## config.mk

```make
export PLATFORM = sky130hd
export DESIGN_NAME = clint_timer
export DESIGN_NICKNAME = d
export VERILOG_FILES = /design/src/rtl/clint_timer.sv
export SDC_FILE = /design/constraint.sdc
export NUM_CORES = 1
export LEC_CHECK = 0
export CAP_MARGIN = 20
export CORE_ASPECT_RATIO = 1.25
export CORE_MARGIN = 1.5
export CORE_UTILIZATION = 54
export DETAILED_ROUTE_END_ITERATION = 8
export PLACE_DENSITY = 0.88
export SYNTH_ARGS = -nofsm -noshare
export SYNTH_HDL_FRONTEND = slang
export SYNTH_SLANG_ARGS = --single-unit
```

## constraint.sdc

```tcl
create_clock -name clk -period 6.38 [get_ports clk]
set_input_delay 0.638 -clock clk [delete_from_list [all_inputs] [get_ports clk]]
set_output_delay 0.638 -clock clk [all_outputs]
set_load 0.01 [all_outputs]
```

## src/rtl/clint_timer.sv

```systemverilog
// Core-local interruptor: memory-mapped mtime/mtimecmp, a valid/ready bus port and a one-cycle timer trap request.
// Optional msip register and o_clint_msip output when CLINT_MSIP_EN is defined.
module clint_timer #(
  parameter logic [63:0] CLINT_BASE = 64'h0200_0000,
  parameter int unsigned MTIME_DIV  = 1
) (
  input  logic        clk,
  input  logic        rst_n,
  input  logic        i_clint_req_valid,
  output logic        o_clint_req_ready,
  input  logic        i_clint_req_wen,
  input  logic [63:0] i_clint_req_addr,
  input  logic [63:0] i_clint_req_wdata,
  input  logic [7:0]  i_clint_req_wstrb,
  output logic        o_clint_rsp_valid,
  input  logic        i_clint_rsp_ready,
  output logic [63:0] o_clint_rsp_rdata,
  output logic        o_clint_rsp_err,
  input  logic        i_clint_mstatus_mie,
  input  logic        i_clint_mie_mtie,
  input  logic        i_clint_commit_valid,
  input  logic [63:0] i_clint_commit_pc,
  output logic        o_clint_timer_intr,
  output logic [63:0] o_clint_trap_pc,
  output logic        o_clint_mtip
`ifdef CLINT_MSIP_EN
  ,
  output logic        o_clint_msip
`endif
);

  localparam logic [63:0] ADDR_MTIMECMP = CLINT_BASE + 64'h4000;
  localparam logic [63:0] ADDR_MTIME    = CLINT_BASE + 64'hBFF8;
  localparam logic [15:0] DIV_LAST      = 16'(MTIME_DIV - 1);

  typedef enum logic {BUS_IDLE, BUS_RESP} bus_state_t;
  typedef enum logic [1:0] {INT_IDLE, INT_FIRE, INT_HOLD} int_state_t;

  bus_state_t  bus_state, bus_state_next;
  int_state_t  int_state, int_state_next;

  logic [63:0] mtime;
  logic [63:0] mtimecmp;
  logic [15:0] presc;
  logic        presc_wrap;
  logic        accept;
  logic        hit_mtime;
  logic        hit_mtimecmp;
  logic        wr_mtime;
  logic        wr_mtimecmp;
  logic [63:0] rd_data;
  logic        rd_err;
  logic        fire_cond;
  logic [63:0] rsp_rdata;
  logic        rsp_err;
  logic [63:0] trap_pc;

  function automatic logic [63:0] merge_bytes(input logic [63:0] old_val,
                                               input logic [63:0] new_val,
                                               input logic [7:0]  strb);
    logic [63:0] res;
    res = old_val;
    for (int b = 0; b < 8; b++) begin
      if (strb[b]) res[b*8 +: 8] = new_val[b*8 +: 8];
    end
    return res;
  endfunction

  assign accept       = i_clint_req_valid && (bus_state == BUS_IDLE);
  assign hit_mtime    = (i_clint_req_addr == ADDR_MTIME);
  assign hit_mtimecmp = (i_clint_req_addr == ADDR_MTIMECMP);
  assign wr_mtime     = accept && i_clint_req_wen && hit_mtime;
  assign wr_mtimecmp  = accept && i_clint_req_wen && hit_mtimecmp;
  assign presc_wrap   = (presc == DIV_LAST);

`ifdef CLINT_MSIP_EN
  logic msip;
  logic hit_msip;
  assign hit_msip     = (i_clint_req_addr == CLINT_BASE);
  assign o_clint_msip = msip;

  always_ff @(posedge clk or negedge rst_n) begin
    if (!rst_n) begin
      msip <= 1'b0;
    end else if (accept && i_clint_req_wen && hit_msip && i_clint_req_wstrb[0]) begin
      msip <= i_clint_req_wdata[0];
    end
  end
`endif

  // Read mux; writes always answer with zero data.
  always_comb begin
    rd_data = '0;
    rd_err  = 1'b0;
    if (hit_mtime) begin
      rd_data = mtime;
    end else if (hit_mtimecmp) begin
      rd_data = mtimecmp;
`ifdef CLINT_MSIP_EN
    end else if (hit_msip) begin
      rd_data = {63'b0, msip};
`endif
    end else begin
      rd_err = 1'b1;
    end
    if (i_clint_req_wen) rd_data = '0;
  end

  // A bus write to mtime overrides the prescaler increment and restarts the prescaler.
  always_ff @(posedge clk or negedge rst_n) begin
    if (!rst_n) begin
      mtime <= '0;
      presc <= '0;
    end else if (wr_mtime) begin
      mtime <= merge_bytes(mtime, i_clint_req_wdata, i_clint_req_wstrb);
      presc <= '0;
    end else if (presc_wrap) begin
      mtime <= mtime + 64'd1;
      presc <= '0;
    end else begin
      presc <= presc + 16'd1;
    end
  end

  always_ff @(posedge clk or negedge rst_n) begin
    if (!rst_n) begin
      mtimecmp <= '1;
    end else if (wr_mtimecmp) begin
      mtimecmp <= merge_bytes(mtimecmp, i_clint_req_wdata, i_clint_req_wstrb);
    end
  end

  assign o_clint_mtip = (mtime >= mtimecmp);

  always_ff @(posedge clk or negedge rst_n) begin
    if (!rst_n) begin
      bus_state <= BUS_IDLE;
      rsp_rdata <= '0;
      rsp_err   <= 1'b0;
    end else begin
      bus_state <= bus_state_next;
      if (accept) begin
        rsp_rdata <= rd_data;
        rsp_err   <= rd_err;
      end
    end
  end

  always_comb begin
    bus_state_next    = bus_state;
    o_clint_req_ready = 1'b0;
    o_clint_rsp_valid = 1'b0;
    case (bus_state)
      BUS_IDLE: begin
        o_clint_req_ready = 1'b1;
        if (i_clint_req_valid) bus_state_next = BUS_RESP;
      end
      BUS_RESP: begin
        o_clint_rsp_valid = 1'b1;
        if (i_clint_rsp_ready) bus_state_next = BUS_IDLE;
      end
      default: bus_state_next = BUS_IDLE;
    endcase
  end

  assign o_clint_rsp_rdata = rsp_rdata;
  assign o_clint_rsp_err   = rsp_err;

  assign fire_cond = o_clint_mtip && i_clint_mstatus_mie && i_clint_mie_mtie && i_clint_commit_valid;

  always_ff @(posedge clk or negedge rst_n) begin
    if (!rst_n) begin
      int_state <= INT_IDLE;
      trap_pc   <= '0;
    end else begin
      int_state <= int_state_next;
      if ((int_state == INT_IDLE) && fire_cond) trap_pc <= i_clint_commit_pc;
    end
  end

  // HOLD gives the CSR file one cycle to clear MIE before the condition is sampled again.
  always_comb begin
    int_state_next     = int_state;
    o_clint_timer_intr = 1'b0;
    case (int_state)
      INT_IDLE: if (fire_cond) int_state_next = INT_FIRE;
      INT_FIRE: begin
        o_clint_timer_intr = 1'b1;
        int_state_next     = INT_HOLD;
      end
      INT_HOLD: int_state_next = INT_IDLE;
      default:  int_state_next = INT_IDLE;
    endcase
  end

  assign o_clint_trap_pc = trap_pc;

endmodule

```

; ---- After elaboration in Yosys (flattened, before gate mapping)
; Index checks and enable logic that the tools add are counted.
[totals]
regBits = 276
inputBits = 208
out_inout_bits = 133
[classes]
addsub = 2
order_cmp = 1
n_eq_ne = 12
muxes = 25
n_bitwise = 1
reduce_logical = 27
[op_table]
columns = operator, count
row1 = $mux 64, 5
row2 = $eq 64x26->1 const B, 2
row3 = $add 64x1->64 const B, 1
row4 = $ge 64x64->1, 1
row5 = $mux 8, 8
row6 = $mux 16, 2
row7 = $reduce_and 2->1, 16
row8 = $ne 2x2->1 const B, 9
row9 = $add 16x1->16 const B, 1
row10 = $logic_not 16->1, 1
row11 = $logic_and 1x1->1, 8
row12 = $mux 1, 7
row13 = $pmux 2 s2, 1
row14 = $eq 2x1->1 const B, 1
row15 = $logic_not 2->1, 1
row16 = $mux 2, 1
row17 = $pmux 1 s2, 1
row18 = $reduce_bool 2->1, 1
row19 = $not 1->1, 1

; ---- Depth between registers and ports, before layout
; Gate-level depths: netlist of the first run.
[logic_depth]
word_depth = 6
depth_mapped = 11
depth_no_buf = 9

; ---- Worst setup path after synthesis of the first run
; Ideal clock, no wire load.
[synth_timing]
kind = register -> register
from = register mtimecmp[62]
to = register trap_pc[14] (netlist: o_clint_trap_pc[14])
setup_ps = 125
arrival_ps = 2900
setup_slack_ps = 3355
stages_incl_launch_ff = 11
path_cell_list = dfstp_2 -> inv_1 -> ha_1 -> nand4_1 -> nor4_1 -> o311ai_0 -> and4_1 -> a21oi_1 -> clkbuf_1 -> buf_2 -> mux2_2
[synth_between]
elab_chain_cells = 5
[synth_lines]
columns = item, line_no
row1 = start: declaration, 43  ; logic [63:0] mtimecmp;
row2 = start signal: assignment, 129  ; mtimecmp <= merge_bytes(mtimecmp, i_clint_req_wdata, i_clint_req_wstrb);
row3 = $ge 64x64->1, 133  ; assign o_clint_mtip = (mtime >= mtimecmp);
row4 = $logic_and 1x1->1 (3 in series), 169  ; assign fire_cond = o_clint_mtip && i_clint_mstatus_mie && i_clint_mie_mtie && i_clint_commit_valid;
row5 = $logic_and 1x1->1, 177  ; if ((int_state == INT_IDLE) && fire_cond) trap_pc <= i_clint_commit_pc;
row6 = end signal: assignment, 177
row7 = end: declaration, 56  ; logic [63:0] trap_pc;
; No other way between the ends.
; A chain may end at the register's enable or synchronous reset.

; ---- Worst setup path after layout of the first run
[layout_timing]
from = register mtimecmp[62]
to = output o_clint_mtip
[layout_between]
elab_chain_cells = 1
[layout_lines]
columns = item, line_no
row1 = $ge 64x64->1, 133
row2 = end: declaration, 25  ; output logic o_clint_mtip
; No other way between the ends.

==> metrics.md, run 1 <==
| Metric | Value |
|---|---|
| Status | completed |
| Clock Power Share | 40.1% |
| Via count | 12,700 |
| Gr ovfl total | 0 |
| Slew HR | 29.9% |
| H-Tree Depth | 1 |
| Post-Synth Simple-Gate Area | 15.5% |
| Initial antenna violation count | 2 |
| Antenna Nets Post-Route | 0 |
| Register bit total from synthesis | 276 |
| Clock Root Buffer | clkbuf_16 |
| Post-CTS setup buffer count | 0 |
| Initial DRC Count | 1,063 |
| Final instance area | 19,000 µm² |
| Ys flop type | dfrtp_1 |
| Clk_skew | 0.0139 ns |
| Fill cells | 1,813 |
| Compound-gate portion of the synthesized area | 14.7% |
| P_sw | 1010 µW |
| Io pins | 341 |
| Max clock buf depth | 3 |
| Dpl cell area | 18,000 µm² |
| Setup total negative slack | 0 ns |
| CTS tree | built |
| Fin util | 73.2% |
| Final Critical Period | 4.38 ns |
| Crit path from | mtimecmp[62] |
| RSZ-0062 raised after global routing | false |
| Sequential Power Share | 45.5% |
| Routed wire length per instance | 21.3 µm |
| Critical Path RT | 5.74 ns |
| Final period util | 68.6% |
| Asr flop ratio synth | 100% |
| Die Width | 148 µm |
| Hold Fails Final Rpt | 0 |
| Vias per cell | 6.13 |
| Max_cap viols | 0 |
| Min-Delay Path Class | in2async |
| Synthesized area per cell | 10.3 µm² |
| GP Congestion | 0.910 |
| VDD IR max | 0.224 mV |
| NumNets Final | 1,989 |
| Vias in the first global route | 13,200 |
| Cell variety after synth | 61 |
| Warnings, synthesis | 0 |
| CP arrival | 3.74 ns |
| DRC viols | 0 |
| Type of origin of the critical path | flop |
| Power per cell area | 220 nW/µm² |
| Register area share after synthesis | 49.2% |
| DP HPWL | 31,900 µm |
| Sw frac | 24.2% |
| Detailed Route WL | 44,300 µm |
| Post-synth EDFFs | 0 |
| Logic pwr share | 14.3% |
| Core area | 25,900 µm² |
| Clock sinks | 276 |
| DR pass1 iterations | 5 |
| Clk slew on worst S/H paths | 0.06 ns |
| Die Ht | 184 µm |
| Std-Cell Rows | 66 |
| Post-CTS Resized | 0 |
| Area Overhead vs Synth | 33.7% |
| Final Max Slew Viols | 0 |
| Critical path class | reg2out |
| Cell count after synthesis | 1,379 |
| Tot GR Track Use | 32.7% |
| Main combinational cell family by area after synthesis | simple AND/OR/NAND/NOR gates |
| Internal power | 3170 µW |
| Synthesized Nets | 1,654 |
| Mux share of post-synthesis cell area | 10.2% |
| R2R cell count | 9 |
| CP endpoint kind | primary output |
| Pin count of the biggest net entering global routing | 166 |
| Adder-Cell Fraction of Synth Area | 5.91% |
| CTS Buf Count | 28 |
| Starting density of the core | 54.7% |
| I/O Buffers | 340 |
| CTS Hold Bufs | 0 |
| Largest fanout on the critical path | 4 |
| Maximum clock rate | 0.229 GHz |
| Finish-stage setup viols | 0 |
| R2R Path Start | mtimecmp[62] |
| Xor/xnor share of the synthesized area | 0.864% |
| Worst-Margin Slew | 1.05 ns |
| Leak Pwr | 0.00771 µW |
| First-pass GRT wire length | 70,100 µm |
| Clk Latency, worst-skew pair | 0.55 ns |
| Layout cells sized above 1 | 15.5% |
| Cell area after synthesis | 14,200 µm² |
| Die ar. | 27,300 µm² |
cells in the final DEF (no fill, tap or decap), types with 9 or more instances in the layout:
cell type / count
a211oi_1: 26
a21oi_1: 55
a22oi_1: 65
and2_1: 14
and3_1: 32
buf_4: 13
clkbuf_16: 29
clkdlybuf4s50_1: 339
clkinv_2: 9
dfrtp_1: 212
dfstp_2: 64
ha_1: 67
inv_1: 82
mux2_1: 12
mux2_2: 114
nand2_1: 133
nand3_1: 50
nand4_1: 40
nor2_1: 84
nor3_1: 12
nor4_1: 30
o211ai_1: 10
o21ai_0: 97
path summary, 6_finish.rpt:
path | endpoint | slack (ns)
max | o_clint_mtip | 2.00
min reg2reg | int_state[1] | 0.47
max reg2reg | o_clint_trap_pc[34] | 2.64
min | o_clint_rsp_rdata[49] | 0.15
min in group clk | int_state[1] | 0.47
max in group asynchronous | o_clint_rsp_rdata[26] | 4.82
metal layers:
| metal | global-route usage, % | up-vias | share of wire (%) |
|---|---|---|---|
| met2 | 56.0 | 620 | 49 |
| met4 | 15.2 | 2 | 4.5 |
| met5 | 0 | - | 0.036 |
| met1 | 38.8 | 6240 | 37 |
| li1 | - | 5732 | - |
| met3 | 7.65 | 130 | 9.1 |
registers in the layout, summed over array words and instances, names as in the netlist:
register           count
int_state              2
mtime                 64
o_clint_rsp_err        1
o_clint_rsp_rdata     64
presc                 16
o_clint_trap_pc       64
bus_state              1
mtimecmp              64
cell families after synthesis:
group | Yosys count
muxes | 129
and+or+nand+nor | 438
buffers and inverters | 133
adders and majority gates | 67
DFF | 276
AOI/OAI and AO/OA | 322
xor gates and xnor gates | 14
critical path: stages (launching register included):
cell and delay, ns:
dfstp_2 0.55, inv_1 0.04, ha_1 0.32, nand4_1 0.18
nor4_1 0.73, o311ai_0 0.30, and4_1 0.32, nand2_1 0.12
clkdlybuf4s50_1 0.62
synth_stat cells (4+ instances only):
library cell  number  area, µm²
a211o_1            7       61.3
a211oi_1          26        195
a21o_1             6       45.0
a21oi_1           56        280
a22oi_1           65        488
a311oi_1           5       43.8
a31oi_1            4       25.0
a32oi_1            4       35.0
and2_1            14       87.6
and3_1            32        200
and4_1             4       35.0
buf_1              7       26.3
buf_2              9       45.0
clkbuf_1          35        131
dfrtp_1          212       5310
dfstp_2           64       1680
ha_1              67        838
inv_1             82        308
mux2_1            12        135
mux2_2           114       1280
nand2_1          134        503
nand2_4            8       90.1
nand3_1           50        250
nand4_1           40        250
nor2_1            86        323
nor2b_1            5       31.3
nor3_1            12       60.1
nor4_1            30        188
o211ai_1          10       75.1
o21a_1             4       30.0
o21ai_0           97        485
o221a_2            6       67.6
o22ai_1            7       43.8
o311ai_0           6       52.6
or3_1              5       31.3
xnor2_1            6       52.6
xor2_1             8       70.1
through the flow:
stage          setup slack, ns  power [µW]  std cells  hold slack (ns)
6_report                  2.00        4180       2077            0.152
5_1_grt                   1.85        4320       2077            0.211
4_1_cts                   2.03        4200       2075            0.186
3_5_place_dp              2.03        2530       2023            0.460
3_3_place_gp              2.25        2510       2022            0.442
2_1_floorplan             3.35        2080       1379            0.342
power groups by stage:
| stage | clock network [µW] | logic [µW] | registers, µW |
|---|---|---|---|
| floorplan | 0 | 115 | 1970 |
| global placement | 0 | 583 | 1930 |
| detailed placement | 0 | 595 | 1930 |
| CTS | 1700 | 600 | 1900 |
| global route | 1780 | 632 | 1910 |
| finish | 1680 | 600 | 1900 |
final cells by class:
class	count	area, µm²	share of cell area, %
diodes	1	2.50	0.0132
clock buffers	39	823	4.34
clock inverters	13	121	0.639
inverters	82	308	1.62
multi-input cells	970	6740	35.5
flip-flops and latches	276	6990	36.8
well taps	340	425	2.24
repair buffers	356	3570	18.8
(Power assumes the default switching activity.)
==> inputs of run 2 (changes only) <==
Settings changed: CORE_UTILIZATION 54 to 50, PLACE_DENSITY 0.88 to 0.82.
Clock period 6.38 ns to 4.52 ns, I/O delays scaled along.
==> run 2 against run 1 <==
  * First-iteration DRC count decreased by 19%
  * Critical endpoint unchanged
  * Final cell count grew 0.87%
  * Register-to-register slack lost 1.6 ns
  * Sequential power increased by 42%
  * Critical path type unchanged
  * Clock skew up 0.0021 ns
  * Setup slack worse by 1.4 ns
  * Design area is 0.76% higher
==> metrics.md, run 2 (synthesis results as in run 1) <==
| Metric | Value |
|---|---|
| Clk Latency, worst-skew pair | 0.54 ns |
| VDD IR max | 0.341 mV |
| Gr ovfl total | 0 |
| CP endpoint kind | primary output |
| Worst-Margin Slew | 0.983 ns |
| Die Ht | 191 µm |
| Fin util | 69.0% |
| Hold Fails Final Rpt | 0 |
| Finish-stage setup viols | 0 |
| Initial antenna violation count | 1 |
| Power per cell area | 314 nW/µm² |
| CTS tree | built |
| Final period util | 87.6% |
| RSZ-0062 raised after global routing | false |
| Pin count of the biggest net entering global routing | 127 |
| Antenna Nets Post-Route | 0 |
| Core area | 27,700 µm² |
| Leak Pwr | 0.00776 µW |
| H-Tree Depth | 1 |
| Detailed Route WL | 44,500 µm |
| Setup total negative slack | 0 ns |
| CTS Hold Bufs | 0 |
| GP Congestion | 0.915 |
| Clk slew on worst S/H paths | 0.06 ns |
| Type of origin of the critical path | flop |
| Tot GR Track Use | 30.3% |
| Via count | 12,600 |
| DRC viols | 0 |
| Total power | 6010 µW |
| Fill cells | 2,100 |
| Maximum clock rate | 0.253 GHz |
| Critical path's slowest cell | clkdlybuf4s50_1 |
| Leading cell types in the layout, fill and taps excluded | clkdlybuf4s50_1, dfrtp_1, nand2_1 |
| Vias per cell | 5.99 |
| Max clock buf depth | 3 |
| Vias in the first global route | 12,900 |
| Initial DRC Count | 863 |
| Final Max Slew Viols | 0 |
| CP cell instances | inv_1 -> ha_1 -> nand4_1 -> nor4_1 -> buf_4 -> o311ai_0 -> and4_1 -> nand2_1 -> clkdlybuf4s50_1 |
| Die ar. | 29,400 µm² |
| Std-Cell Rows | 68 |
| Critical Path RT | 4.07 ns |
| Status | completed |
| Slew HR | 34.5% |
| Post-CTS Resized | 0 |
| Post-CTS setup buffer count | 0 |
| Commonest non-fill, non-tap cell in the layout | clkdlybuf4s50_1 |
| Clk_skew | 0.0161 ns |
| CP max stage delay | 0.58 ns |
| DP HPWL | 32,600 µm |
| Io pins | 341 |
| Clock Root Buffer | clkbuf_16 |
| Largest fanout on the critical path | 4 |
| Final Critical Period | 3.96 ns |
| CP arrival | 3.51 ns |
| Layout cells sized above 1 | 15.5% |
| I/O Buffers | 340 |
| Max_cap viols | 0 |
| Routed wire length per instance | 21.2 µm |
| First-pass GRT wire length | 70,100 µm |
| Min-Delay Path Class | in2async |
| Area Overhead vs Synth | 34.7% |
| DR pass1 iterations | 5 |
| Starting density of the core | 51.2% |
| Die Width | 154 µm |
| Clock sinks | 276 |
| NumNets Final | 1,998 |
| CTS Buf Count | 29 |
| Critical path class | reg2out |
[run 2: cell types whose count changed in the layout (fill, tap and decap cells not counted), sizes merged]
cell | before | now
clkinv | 10 | 1
buf | 17 | 25
clkbuf | 39 | 45
bufinv | 2 | 4
clkinvlp | 1 | 2
[run 2: worst paths after layout]
kind,startpoint,end,slack (ns),cells past startpoint
setup reg to reg,presc[0],mtime[50],1.09,8
hold reg to reg,int_state[1],int_state[1],0.45,1
max in group asynchronous,rst_n,mtimecmp[15],3.40,2
min in group clk,int_state[1],int_state[1],0.45,1
setup / recovery,mtimecmp[62],o_clint_mtip,0.56,9
hold / removal,rst_n,o_clint_rsp_rdata[56],0.02,1
[run 2: worst max-delay path, delay by kind of cell, from the launching register on]
kind | cells | cell delay (ns)
AO/OA/AOI/OAI | 1 | 0.11
AND/OR/NAND/NOR | 4 | 1.14
flip-flops | 1 | 0.53
buffers and inverters | 3 | 0.87
adder cells (fa/ha/maj) | 1 | 0.31
[run 2: report_power, final]
part	leakage, µW	total [µW]	switching, µW	internal, µW
Sequential	0.00334	2690	79.0	2610
Clock	0.000473	2490	982	1510
Combinational	0.00394	835	344	491
Total	0.00776	6010	1410	4600
[run 2: cell type report]
cell class                      count  area (µm²)  share of cell area (%)
Sequential cell                   276        6990                    36.5
Multi-Input combinational cell    970        6740                    35.2
Timing Repair Buffer              364        3660                    19.2
Clock buffer                       45         846                    4.42
Tap cell                          350         438                    2.29
Inverter                           82         308                    1.61
Clock inverter                      7         140                   0.733
Antenna cell                        1        2.50                  0.0131
[run 2: layer usage]
metal	share of wire (%)	wire, µm	vias to the layer above	GRT usage (%)
met5	0	0	-	0
met4	2.9	1270	0	9.45
met3	8.9	3960	94	7.59
met2	51	22600	580	55.5
met1	38	16700	6138	34.7
li1	-	-	5747	-
[run 2: stage by stage]
stage	instance area (µm²)	std cells	hold WS, ns	setup slack (ns)
after floorplan	14200	1379	0.156	1.49
after global placement	18100	2042	0.442	0.707
after detailed placement	18100	2042	0.443	0.594
after CTS	19100	2094	0.0528	0.519
after global routing	19100	2094	0.102	0.320
final	19100	2095	0.0202	0.562
